**config.mk**
```make
export PLATFORM = sky130hd
export DESIGN_NAME = pwm_capture
export DESIGN_NICKNAME = d
export VERILOG_FILES = /design/src/rtl/pwm_pkg.sv /design/src/rtl/pwm_sync_edge.sv /design/src/rtl/pwm_capture.sv
export SDC_FILE = /design/constraint.sdc
export NUM_CORES = 1
export LEC_CHECK = 0
export BUFFER_PORTS_ARGS = -buffer_cell sky130_fd_sc_hd__buf_2
export CAP_MARGIN = 25
export CORE_MARGIN = 2
export CORE_UTILIZATION = 48
export DETAILED_ROUTE_END_ITERATION = 8
export PLACE_DENSITY = 0.76
export SYNTH_ARGS = -nofsm -noshare
export SYNTH_HDL_FRONTEND = slang
export SYNTH_SLANG_ARGS = --single-unit
```
**constraint.sdc**
```tcl
create_clock -name clk -period 5.1 [get_ports clk]
set_input_delay 0.255 -clock clk [delete_from_list [all_inputs] [get_ports clk]]
set_output_delay 0.255 -clock clk [all_outputs]
set_load 0.02 [all_outputs]
```
**src/rtl/pwm_pkg.sv**
```systemverilog
// Shared PWM constants and the capture FSM state encoding.
// The generator channel and the capture block both size their counters from PWM_CNT_W.
package pwm_pkg;

    localparam int PWM_CNT_W       = 32;
    localparam int PWM_SYNC_STAGES = 2;

    typedef enum logic [1:0] {
        ST_IDLE    = 2'd0,
        ST_ARM     = 2'd1,
        ST_MEASURE = 2'd2
    } cap_state_e;

endpackage

```
**src/rtl/pwm_sync_edge.sv**
```systemverilog
// Synchronizer chain for an asynchronous level, plus a delay flop.
// Provides the synchronized level and single-cycle rise/fall strobes.
module pwm_sync_edge #(
    parameter int SYNC_STAGES = 2
) (
    input  logic i_clk,
    input  logic i_rst,
    input  logic i_async,
    output logic o_level,
    output logic o_rise,
    output logic o_fall
);

    logic [SYNC_STAGES-1:0] r_sync;
    logic                   r_level_d;

    always_ff @(posedge i_clk or posedge i_rst) begin
        if (i_rst) begin
            r_sync    <= '0;
            r_level_d <= 1'b0;
        end else begin
            r_sync    <= {r_sync[SYNC_STAGES-2:0], i_async};
            r_level_d <= r_sync[SYNC_STAGES-1];
        end
    end

    assign o_level = r_sync[SYNC_STAGES-1];
    assign o_rise  = r_sync[SYNC_STAGES-1] & ~r_level_d;
    assign o_fall  = ~r_sync[SYNC_STAGES-1] & r_level_d;

endmodule

```
**src/rtl/pwm_capture.sv**
```systemverilog
// Measures period and high time of an asynchronous PWM input, rise to rise,
// in clk cycles, and flags a stalled input after a programmable timeout.
module pwm_capture
    import pwm_pkg::*;
#(
    parameter int CNT_W       = PWM_CNT_W,
    parameter int SYNC_STAGES = PWM_SYNC_STAGES
) (
    input  logic             clk,
    input  logic             rst,
    input  logic             enable_in,
    input  logic [CNT_W-1:0] timeout_in,
    input  logic             pwm_in,
    output logic [CNT_W-1:0] period_out,
    output logic [CNT_W-1:0] high_out,
    output logic             valid_out,
    output logic             timeout_out,
    output logic             level_out
);

    localparam logic [CNT_W-1:0] CNT_ZERO = '0;
    localparam logic [CNT_W-1:0] CNT_ONE  = {{(CNT_W-1){1'b0}}, 1'b1};
    localparam logic [CNT_W-1:0] CNT_MAX  = '1;

    logic             w_level;
    logic             w_rise;
    logic             w_fall;
    logic             w_unused_fall;
    logic             w_timeout_hit;

    cap_state_e       r_state;
    logic [CNT_W-1:0] r_period_cnt;
    logic [CNT_W-1:0] r_high_cnt;
    logic [CNT_W-1:0] r_stall_cnt;
    logic             r_stall_seen;
    logic [CNT_W-1:0] r_period_out;
    logic [CNT_W-1:0] r_high_out;
    logic             r_valid_out;
    logic             r_timeout_out;

    function automatic logic [CNT_W-1:0] sat_inc(input logic [CNT_W-1:0] v);
        return (v == CNT_MAX) ? v : v + CNT_ONE;
    endfunction

    pwm_sync_edge #(
        .SYNC_STAGES (SYNC_STAGES)
    ) u_sync (
        .i_clk   (clk),
        .i_rst   (rst),
        .i_async (pwm_in),
        .o_level (w_level),
        .o_rise  (w_rise),
        .o_fall  (w_fall)
    );

    // Periods are measured rise to rise, so the falling strobe is not needed here.
    assign w_unused_fall = w_fall;

    // r_stall_seen keeps a static input from re-reporting the same stall every timeout.
    assign w_timeout_hit = (timeout_in != CNT_ZERO) && (r_stall_cnt >= timeout_in) && !r_stall_seen;

    always_ff @(posedge clk or posedge rst) begin
        if (rst) begin
            r_state       <= ST_IDLE;
            r_period_cnt  <= CNT_ZERO;
            r_high_cnt    <= CNT_ZERO;
            r_stall_cnt   <= CNT_ZERO;
            r_stall_seen  <= 1'b0;
            r_period_out  <= CNT_ZERO;
            r_high_out    <= CNT_ZERO;
            r_valid_out   <= 1'b0;
            r_timeout_out <= 1'b0;
        end else begin
            r_valid_out <= 1'b0;
            if (!enable_in) begin
                r_state      <= ST_IDLE;
                r_period_cnt <= CNT_ZERO;
                r_high_cnt   <= CNT_ZERO;
                r_stall_cnt  <= CNT_ZERO;
            end else begin
                case (r_state)
                    ST_IDLE: begin
                        r_state      <= ST_ARM;
                        r_period_cnt <= CNT_ZERO;
                        r_high_cnt   <= CNT_ZERO;
                        r_stall_cnt  <= CNT_ONE;
                    end
                    ST_ARM: begin
                        if (w_rise) begin
                            r_state      <= ST_MEASURE;
                            r_period_cnt <= CNT_ONE;
                            r_high_cnt   <= CNT_ONE;
                            r_stall_cnt  <= CNT_ONE;
                            r_stall_seen <= 1'b0;
                        end else begin
                            r_stall_cnt <= sat_inc(r_stall_cnt);
                            if (w_timeout_hit) begin
                                r_period_out  <= CNT_ZERO;
                                r_high_out    <= CNT_ZERO;
                                r_timeout_out <= 1'b1;
                                r_valid_out   <= 1'b1;
                                r_stall_seen  <= 1'b1;
                            end
                        end
                    end
                    ST_MEASURE: begin
                        // A rise landing on the timeout cycle completes a normal period.
                        if (w_rise) begin
                            r_period_out  <= r_period_cnt;
                            r_high_out    <= r_high_cnt;
                            r_timeout_out <= 1'b0;
                            r_valid_out   <= 1'b1;
                            r_period_cnt  <= CNT_ONE;
                            r_high_cnt    <= CNT_ONE;
                            r_stall_cnt   <= CNT_ONE;
                        end else if (w_timeout_hit) begin
                            r_period_out  <= CNT_ZERO;
                            r_high_out    <= CNT_ZERO;
                            r_timeout_out <= 1'b1;
                            r_valid_out   <= 1'b1;
                            r_stall_seen  <= 1'b1;
                            r_state       <= ST_ARM;
                            r_period_cnt  <= CNT_ZERO;
                            r_high_cnt    <= CNT_ZERO;
                            r_stall_cnt   <= CNT_ONE;
                        end else begin
                            r_period_cnt <= sat_inc(r_period_cnt);
                            r_stall_cnt  <= sat_inc(r_stall_cnt);
                            if (w_level) begin
                                r_high_cnt <= sat_inc(r_high_cnt);
                            end
                        end
                    end
                    default: begin
                        r_state <= ST_IDLE;
                    end
                endcase
            end
        end
    end

    assign period_out  = r_period_out;
    assign high_out    = r_high_out;
    assign valid_out   = r_valid_out;
    assign timeout_out = r_timeout_out;
    assign level_out   = w_level;

endmodule

```
==> out/metrics.csv <==
metric,value,unit
worst_pin_slew,972,ps
swShare,0.253,
port-buffer-count,102,
grt_pass1_vias,7437,
syn_nets,1054,
rows,50,
synth_warnings,0,
clock_latency,430,ps
grt_overflow,0,
ys_seq_area_frac,0.462,
yosysUniqueCellTypes,60,
wl_per_cell,16.9,um
final_layout_size_suffix_gt1_frac,0.155,
stdcell_count,1308,
fill_cells,1656,
p_switching,729,uW
cts_tree,yes,
numCtsBuffers,17,
setup_viol,0,
pwr-share-clk,0.432,
syn_area_per_cell,9.28,sq um
dieHeight,142,um
die_w,142,um
finalCriticalPeriod,3630,ps
rsz0062_at_grt,false,
drt_pass1_iterations,6,
startpoint_type,flop,
final_common_cell,dfrtp_1,
internal-power,2150,uW
crit_arrival,3990,ps
crit_path_end_kind,flop,
hold_viol,0,
vias_per_cell,6.01,
finalCritPeriodShare,0.713,
coreArea,0.0186,sq mm
syn_to_final_growth,14.2,%
drc,0,
place.gp.congestion,0.930,
grt_use_total,0.226,
hp-class,primary input to flop,
cts_buffer_depth,2,
ioPinCount,103,
combPwrFrac,0.097,
grt_util_met2,0.362,
grt_use_met3,0.0412,
ir_worst_vdd,238,uV
syn_inst,979,
nets,1138,
antenna_found_initial,0,
antennaDiodeCount,0,
synth-edff-count,0,
cts_root_buffer,clkbuf_16,
grt_first_pass_wirelength,36.7,mm
synth_flop_cell,dfrtp_1,
power,2880,uW
num_vias,7856,
finClkSkew,11.3,ps
pwr-share-seq,0.470,
cellLeakagePower,0.00488,uW
use_met1,0.311,
ys_ff_latch,168,
cp_max_fo,21,
ant_nets,0,
status,completed,
grt_max_degree,68,
fin_ws,1470,ps
relSlewSlack,0.348,
async_flop_share,1.00,
cts.clk_slew.worst_paths,70,ps
busiest_layer,met2,
path_class,flop to flop,
placed_cells,1276,
pwr_density_cell,277,mW/mm^2
clock-sinks,168,
syn_area,0.00909,sq mm
initial_core_util,0.488,
fmax,275,MHz
final_cell_mix,"dfrtp_1, buf_2, nand2_1, inv_1, a22o_1",
max_cap_violations,0,
slew_viol_final,0,
tns,0,ps
initialDrtViolationCount,520,
cts_resized,0,
htreeDepth,4,
hold_ws,180,ps
pre_cts_slack,1530,ps
dp_hpwl,15.3,mm
wirelength,22.1,mm
die_area,0.0201,sq mm
crit_required,5460,ps
-- cells in the mapped netlist (3+ instances only) --
cell type	instances	area, sq um
mux2i_1	13	130
nor2_1	42	158
xor2_1	3	26.3
o21ai_1	12	60.1
nor4_1	19	119
o31ai_1	12	90.1
xnor2_1	3	26.3
buf_1	3	11.3
a221oi_1	3	26.3
nand2_1	93	349
nand3_1	61	305
a31oi_1	3	18.8
o21ai_0	61	305
nand4_1	25	156
a211oi_1	3	22.5
or3_1	40	250
nor3b_1	6	45.0
inv_1	72	270
a21oi_1	48	240
nor3_1	24	120
o21a_1	4	30.0
and3_1	23	144
a221o_1	3	30.0
and2_1	5	31.3
ha_1	39	488
dfrtp_1	168	4200
clkbuf_1	37	139
buf_2	10	50.1
and4_1	5	43.8
a21o_1	17	128
a22o_1	65	569
or4_1	10	75.1
or2_2	7	43.8
-- power by group through the flow --
stage | Sequential [uW] | Combinational [uW] | Clock, uW
after global routing | 1350 | 313 | 1320
final | 1350 | 280 | 1240
after global placement | 1380 | 269 | 0
after CTS | 1350 | 280 | 1260
after floorplan | 1380 | 195 | 0
after detailed placement | 1380 | 277 | 0
-- logic make-up (layout without fill, tap and decap cells) --
kind of cell             count (synthesis)  after routing  synth area share
AND/OR/NAND/NOR                        376            376             0.220
AO/OA/AOI/OAI                          254            254             0.191
flip-flops                             168            168             0.462
buffers and inverters                  123            218            0.0530
adder cells (fa/ha/maj)                 39             39            0.0537
multiplexers                            13             13            0.0143
XOR/XNOR                                 6              6           0.00578
-- registers in the layout (all words and copies together) (netlist names) --
signal,cells
high_out,32
period_out,32
r_high_cnt,32
r_period_cnt,32
r_stall_cnt,32
r_stall_seen,1
r_state,2
timeout_out,1
u_sync.r_level_d,1
u_sync.r_sync,2
valid_out,1
-- routing by layer --
metal,part of all wire,wire (um)
met5,0,0
met4,0.017,380
met3,0.050,1110
met2,0.48,10600
met1,0.45,10100
-- repair_timing --
item,in CTS,in global routing
setup buffers,0,0
hold buffers,2,0
hold endpoints to repair,66,0
-- worst max-delay path, stage by stage, from the launching register on --
cell     delay [ps]
dfrtp_1         440
ha_1            280
nand4_2         200
or3_4           400
nor4b_4         360
nand3_2         160
or4_4           540
o31ai_4         510
buf_4           360
o21ba_2         190
mux2i_1         120
-- final timing paths --
| path | from | endpoint | slack (ps) | cells after the start |
|---|---|---|---|---|
| max in group asynchronous | rst | high_out[2] | 3540 | 4 |
| hold / removal | enable_in | r_stall_cnt[0] | 180 | 2 |
| hold reg to reg | u_sync.r_sync[0] | u_sync.r_sync[1] | 350 | 0 |
| min in group asynchronous | rst | period_out[5] | 460 | 3 |
| setup reg to reg | r_period_cnt[0] | r_period_cnt[14] | 1470 | 10 |
| setup / recovery | r_period_cnt[0] | r_period_cnt[14] | 1470 | 10 |
-- through the flow --
stage | instance area [sq um] | utilization
CTS | 10400 | 0.557
detailed placement | 9810 | 0.526
global placement | 9810 | 0.526
finish | 10400 | 0.557
global route | 10400 | 0.557
floorplan | 9090 | -
-- cell type report --
cell class                      instances  area (sq um)  area share
Clock buffer                           19           433      0.0417
Clock inverter                         11           126      0.0122
Inverter                               72           275      0.0265
Multi-Input combinational cell        688          4430       0.427
Sequential cell                       168          4200       0.405
Tap cell                              234           293      0.0282
Timing Repair Buffer                  116           621      0.0598
Note: power is estimated with default switching activity, not from simulation.
